<file path="config.mk">
export PLATFORM = sky130hd
export DESIGN_NAME = serial_deframer
export DESIGN_NICKNAME = d
export VERILOG_FILES = /design/src/rtl/serial_deframer.sv
export SDC_FILE = /design/constraint.sdc
export NUM_CORES = 1
export LEC_CHECK = 0
export BUFFER_PORTS_ARGS = -buffer_cell sky130_fd_sc_hd__buf_2
export CAP_MARGIN = 20
export CORE_ASPECT_RATIO = 1.2
export CORE_MARGIN = 2
export CORE_UTILIZATION = 30
export CTS_BUF_LIST = sky130_fd_sc_hd__clkbuf_4 sky130_fd_sc_hd__clkbuf_8
export CTS_CLUSTER_SIZE = 25
export DETAILED_ROUTE_END_ITERATION = 12
export HOLD_SLACK_MARGIN = 0.03
export PLACE_DENSITY = 0.52
export SLEW_MARGIN = 20
export SYNTH_ARGS = -nofsm -noshare
export SYNTH_HDL_FRONTEND = slang
export SYNTH_SLANG_ARGS = --single-unit
export TNS_END_PERCENT = 10
</file>
<file path="constraint.sdc">
create_clock -name clk -period 2.5 [get_ports clk]
set_input_delay 0.25 -clock clk [delete_from_list [all_inputs] [get_ports clk]]
set_output_delay 0.25 -clock clk [all_outputs]
set_load 0.01 [all_outputs]
</file>
<file path="src/rtl/serial_deframer.sv">
// Serial-to-parallel frame receiver: LSB-first bits after a start strobe, one-deep output holding register.
// Optional trailing even-parity bit enabled by defining SERIAL_DEFRAMER_PARITY_EN.
module serial_deframer #(
    parameter int W = 8
) (
    input  logic         clk,
    input  logic         reset_n,
    input  logic         ser_in,
    input  logic         ser_valid,
    input  logic         start,
    input  logic         out_ready,
    input  logic         clr_overrun,
    output logic [W-1:0] data,
    output logic         out_valid,
    output logic         busy,
    output logic         overrun,
    output logic         parity_err
);

    localparam int CW = $clog2(W + 1);

    localparam logic [1:0] S_IDLE   = 2'd0;
    localparam logic [1:0] S_RECV   = 2'd1;
`ifdef SERIAL_DEFRAMER_PARITY_EN
    localparam logic [1:0] S_PARITY = 2'd2;
`endif

    logic [1:0]    state_q, state_d;
    logic [CW-1:0] cnt_q, cnt_d;
    logic [W-1:0]  shreg_q, shreg_d;
    logic [W-1:0]  data_q, data_d;
    logic          valid_q, valid_d;
    logic          ovr_q, ovr_d;
    logic          perr_q, perr_d;

    logic          done;
    logic [W-1:0]  word;
    logic          par;
    logic          ovr_set;

    always_comb begin
        state_d = state_q;
        cnt_d   = cnt_q;
        shreg_d = shreg_q;
        done    = 1'b0;
        word    = shreg_q;
        par     = 1'b0;
        case (state_q)
            S_IDLE: begin
                if (start) begin
                    state_d = S_RECV;
                    cnt_d   = '0;
                end
            end
            S_RECV: begin
                // start outranks ser_valid: the coincident bit is dropped
                if (start) begin
                    cnt_d = '0;
                end else if (ser_valid) begin
                    shreg_d = {ser_in, shreg_q[W-1:1]};
                    cnt_d   = cnt_q + CW'(1);
                    if (cnt_q == CW'(W - 1)) begin
`ifdef SERIAL_DEFRAMER_PARITY_EN
                        state_d = S_PARITY;
`else
                        done    = 1'b1;
                        word    = shreg_d;
                        state_d = S_IDLE;
`endif
                    end
                end
            end
`ifdef SERIAL_DEFRAMER_PARITY_EN
            S_PARITY: begin
                if (start) begin
                    state_d = S_RECV;
                    cnt_d   = '0;
                end else if (ser_valid) begin
                    done    = 1'b1;
                    word    = shreg_q;
                    par     = (^shreg_q) ^ ser_in;
                    state_d = S_IDLE;
                end
            end
`endif
            default: begin
                state_d = S_IDLE;
                cnt_d   = '0;
            end
        endcase
    end

    always_comb begin
        data_d  = data_q;
        valid_d = valid_q;
        perr_d  = perr_q;
        ovr_set = 1'b0;
        if (done) begin
            // an accepting out_ready on the completion edge frees the slot for the new word
            if (!valid_q || out_ready) begin
                data_d  = word;
                perr_d  = par;
                valid_d = 1'b1;
            end else begin
                ovr_set = 1'b1;
            end
        end else if (valid_q && out_ready) begin
            valid_d = 1'b0;
        end

        if (ovr_set) begin
            ovr_d = 1'b1;
        end else if (clr_overrun) begin
            ovr_d = 1'b0;
        end else begin
            ovr_d = ovr_q;
        end
    end

    always_ff @(posedge clk or negedge reset_n) begin
        if (!reset_n) begin
            state_q <= S_IDLE;
            cnt_q   <= '0;
            shreg_q <= '0;
            data_q  <= '0;
            valid_q <= 1'b0;
            ovr_q   <= 1'b0;
            perr_q  <= 1'b0;
        end else begin
            state_q <= state_d;
            cnt_q   <= cnt_d;
            shreg_q <= shreg_d;
            data_q  <= data_d;
            valid_q <= valid_d;
            ovr_q   <= ovr_d;
            perr_q  <= perr_d;
        end
    end

    assign data       = data_q;
    assign out_valid  = valid_q;
    assign busy       = (state_q != S_IDLE);
    assign overrun    = ovr_q;
    assign parity_err = perr_q;

endmodule

</file>
[Word-level counts from Yosys, hierarchy flattened]
Cells that the tools add are included.
Operators by class
  add/sub/neg operators: 1
  multipliers: 0
  divide/modulo/power cells: 0
  order comparisons: 0
  equality and inequality tests: 8
  shift operators: 0
  muxes and demuxes: 24
  bitwise operators: 1
  reductions and logical operators: 12
Operator list (number)
  8-bit two-way mux: 4
  4-bit two-way mux: 3
  1-bit two-way mux: 11
  2-bit two-way mux: 4
  2-bit inequality test (second input constant): 4
  4-bit one-hot mux with 2 select lines: 1
  2-bit AND reduction: 3
  2-bit nonzero test: 3
  4-bit by 1-bit adder with 4-bit output (second input constant): 1
  4-bit by 3-bit == test with 1-bit output (second input constant): 1
  2-bit one-hot mux with 2 select lines: 1
  4-bit AND reduction: 1
  3-bit inequality test (second input constant): 1
  3-bit AND reduction: 1
  2-bit by 1-bit == test with 1-bit output (second input constant): 1
  2-bit logical NOT: 1
  2-bit by 1-bit inequality test with 1-bit output (second input constant): 1
  1-bit logical AND: 1
  1-bit logical NOT: 1
  1-bit logical OR: 1
  1-bit NOT: 1
Storage, ports and cells
  flip-flop bits (word level): 24
  latch bits: 0
  bits in writable memories: 0
  bits in read-only memories: 0
  input port bits: 7
  word-level logic and storage cells: 52
  memories kept: 0

[Depth between registers and ports, before layout]
  depth after elaboration: 7
  mapped depth: 5
  depth with buffers taken out: 4

[Least setup slack after synthesis]
Ideal clock, no wire load.
  path type: reg2reg
  start point: register cnt_q[0]
  end point: register data_q[0] (netlist: data[0])
  library setup time: 0.125 ns
  arrival: 1.280 ns
  data required time: 2.375 ns
  path slack: 1.095 ns
  cell stages (with the launch flop): 5
  buffers on the path: 0
  path through: dfrtp_1 ha_1 and4bb_2 nand3_4 mux2_2
Between the ends
  cells in the longest elaborated chain, start to end: 6
  elaborated cells between the ends (all ways): 10
  those cells by class: eq/ne: 1; mux: 8; reduce/logical: 1
RTL lines
  start: declaration: RTL line 29  | logic [CW-1:0] cnt_q, cnt_d;
  start signal: assignment: RTL line 131  | cnt_q <= cnt_d;
  4-bit by 3-bit == test with 1-bit output *: RTL line 62  | if (cnt_q == CW'(W - 1)) begin
  1-bit two-way mux: RTL line 62
  1-bit two-way mux: RTL line 59  | end else if (ser_valid) begin
  1-bit two-way mux: RTL line 57  | if (start) begin
  1-bit two-way mux: RTL line 48  | case (state_q)
  2-bit AND reduction (no source line)
  end signal: assignment: RTL line 133  | data_q <= data_d;
  end: declaration: RTL line 31  | logic [W-1:0] data_q, data_d;
Every way passes the cells marked *; elsewhere a longest branch is shown, timed or not.
A chain may end at the register's enable or synchronous reset.

[Worst setup path after layout]
  start point: register cnt_q[0]
  end point: register data_q[5] (netlist: data[5])
The elaborated chain is that of the path after synthesis.

==> impl_results.md <==
* Delay-heaviest family, CP: flip-flops
* Setup_tns at 0 ns
* CP max stage cell: dfrtp_1
* Met3 WL at around 57 um
* Skew final at 0.00676 ns
* Largest family of logic cells by synthesized area: multiplexers
* Xor/xnor cell area share of the yosys netlist at 1.93%
* CP Launch Point: cnt_q[0]$_DFFE_PN0P_
* Final WS setup at between 1 and 1.5 ns
* Area Overhead vs Synth at 14.7%
* Ranking of synthesized cells by area: dfrtp_1, mux2_2, nand3_4, nand2_1, and4bb_2
* RSZ-0062 raised after global routing: false
* DIE HEIGHT at approximately 64 um
* Synthesized Nets at 73
* Critical path, cell by cell: ha_1, and4bb_2, nand3_4, mux2_2
* Synthesized flop and latch total at 22
* Multi-input logic area at 328 um^2
* Largest stage delay, worst path at between 0.4 and 0.5 ns
* Routed wl met2 at roughly 660 um
* Pre-CTS WS at roughly 1.0 ns
* Max-capacitance violation count at 0
* Final Core Density at a little under two fifths
* First-pass iteration count of the detailed router at 4
* Total congestion overflow at 0
* Clock buffer depth at 2
* Hold Fails Final Rpt at 0
* Uppermost routed layer: met4
* Postcts setup bufs at 0
* Critical path arrival at about 1.7 ns
* Layout cells sized above 1 at between 40 and 50%
* Ys async rst share at 100%
* Core Box Area at 2840 um^2
* Drt via density at ~4.7
* Placed inst area at roughly 1000 um^2
* Mux contribution to synthesized area at between 10% and 20%
* Die Area at 3490 um^2
* Sequential share of the synthesized area at between 60 and 70%
* R2R Path End: data[5]$_DFFE_PN0P_
* IO Port Bufs at 17
* FF-to-FF path depth at 4
* Max Fclk at 0.678 GHz
* Sink of the worst hold path: overrun$_DFFE_PN0P_
* Filler cells at approximately 300
* Minimum clock period at about 1.5 ns
* Die W at roughly 54 um
* CP required at about 2.7 ns
* Period utilization at around 60%
* Vias in the first global route at 527
* Critical R2R Launch: cnt_q[0]$_DFFE_PN0P_
* Library cells used by synthesis at 23
* Final instance area at 1040 um^2
* Largest net degree at the start of global routing at 23
* Mapped Area at ~910 um^2
* Gpl congestion at around 0.7
* WHS at between 0.1 and 0.15 ns
* Critical setup path kind: reg2reg
* Clock Latency Late Sink at between 0.2 and 0.3 ns
* Post-DP HPWL at ~1000 um
* # diodes at 0
* CP Capture Type: register
* Commonest cells in the netlist: dfrtp_1, mux2_2, nand2_1
* Worst vdd ir at 0.000338 V
* # setup viols final at 0
* Final wirelength at between 1000 and 1500 um
* Nets at 93
* WP buf/inv at 0
* Hold Path Depth at 2
* Syn Inst Count at 65
* Met1 WL at about 640 um
* Leak at 0.520 nW
* CTS sink count at 22
* Via count at approximately 550
* Avg Inst Size Synth at between 10 and 15 um^2
* Total track usage at approximately 9%
* Simple-gate share of the synthesized area at between 10% and 20%
* Register Area at 551 um^2
* Critical path fanouts, max at 8
* Post-DRT Antenna Nets at 0
* TritonCTS clock tree: done
* Hold Startpoint: clr_overrun
* Top-area cell type share of the netlist area at 60.6%
* Syn. warnings at 0
* Clk slew on worst S/H paths at 0.10 ns
* First-pass GRT wire length at 2350 um
* Rows at 21
* Reg-to-reg slack, setup at a little over 1 ns
* Synth area leader: dfrtp_1
* Synth Area in Compound Gates at about 3.2%
* I/O Pins at 19
* Most common cell in the netlist: dfrtp_1
* Post-synth EDFFs at 0
* CP startpoint kind: register
* Adder-cell share of the synthesized area at between 1 and 1.5%
* Root buffer cell: clkbuf_4
* Slew Viols, Final at 0
* Wire per inst at 11.7 um
* Hold Crit Class: in2reg
* P per Cell Area at between 600 and 700 nW/um^2
* Residual DRC count at 0
* Initial Util at approximately a third
* Run status: finished, final reports clean
* Post-synth top flop: dfrtp_1
* Total CTS buffers at 3
* Initial antenna violation count at 0
* DRT iter0 DRCs at 2
* H-tree levels at 1
-- routing by layer --
layer  vias to the layer above  GRT usage (%)
met2                        12           13.4
met3                         2           1.40
met5                         -              0
met1                       277           13.1
met4                         0           3.75
li1                        256              -
-- state kept, by name, indices dropped and copies added (netlist names) --
register,count
shreg_q,7
out_valid,1
cnt_q,4
state_q,1
data,8
overrun,1
-- logic make-up after synthesis --
| kind of cell | Yosys count |
|---|---|
| fa+ha+maj | 1 |
| mux | 15 |
| compound gates | 5 |
| other cells | 1 |
| flops | 22 |
| simple gates | 15 |
| buf+inv | 4 |
| xor+xnor | 2 |
-- layout make-up --
| cell class | instances | area share (%) |
|---|---|---|
| Sequential cell | 22 | 52.8 |
| Inverter | 1 | 0.360 |
| Clock buffer | 3 | 2.16 |
| Timing Repair Buffer | 18 | 9.12 |
| Tap cell | 34 | 4.08 |
| Multi-Input combinational cell | 39 | 31.5 |
-- worst max-delay path by stage --
stage                          endpoint  cells past startpoint
CTS                 data[5]$_DFFE_PN0P_                      4
floorplan           data[0]$_DFFE_PN0P_                      4
finish              data[5]$_DFFE_PN0P_                      4
global route        data[6]$_DFFE_PN0P_                      4
detailed placement  data[1]$_DFFE_PN0P_                      4
global placement    data[6]$_DFFE_PN0P_                      4
-- cell usage in the layout (no fill, tap or decap) --
cell           synthesis  routed
nand2_1                4       4
o21ai_0                1       1
clkbuf_4               1       3
and2_1                 1       1
nor2_1                 2       2
mux2_2                15      15
nand3_1                2       2
a21oi_1                2       2
dfrtp_1               22      22
dlygate4sd3_1          0       1
nand2b_1               2       2
o21a_1                 1       1
xor2_1                 1       1
nand2b_2               1       1
ha_1                   1       1
conb_1                 1       1
xnor2_1                1       1
or3_1                  1       1
and4bb_2               1       1
inv_1                  1       1
buf_2                  0      17
o22ai_1                1       1
nand3_4                1       1
-- metrics by stage --
stage               total power, mW  cells
finish                        0.653    117
floorplan                     0.488     65
detailed placement            0.515    113
CTS                           0.666    117
global route                  0.692    117
global placement              0.512    113
-- where the power goes --
group / switching [mW] / internal [mW]
Clock: 0.0912 / 0.0559
Sequential: 0.0310 / 0.402
Combinational: 0.0280 / 0.0446
-- timing repair --
| action | in CTS | in global routing |
|---|---|---|
| resized for setup | 0 | 0 |
| hold buffers | 1 | 0 |
| endpoints found under the hold margin | 22 | 0 |
(Power assumes the default switching activity.)
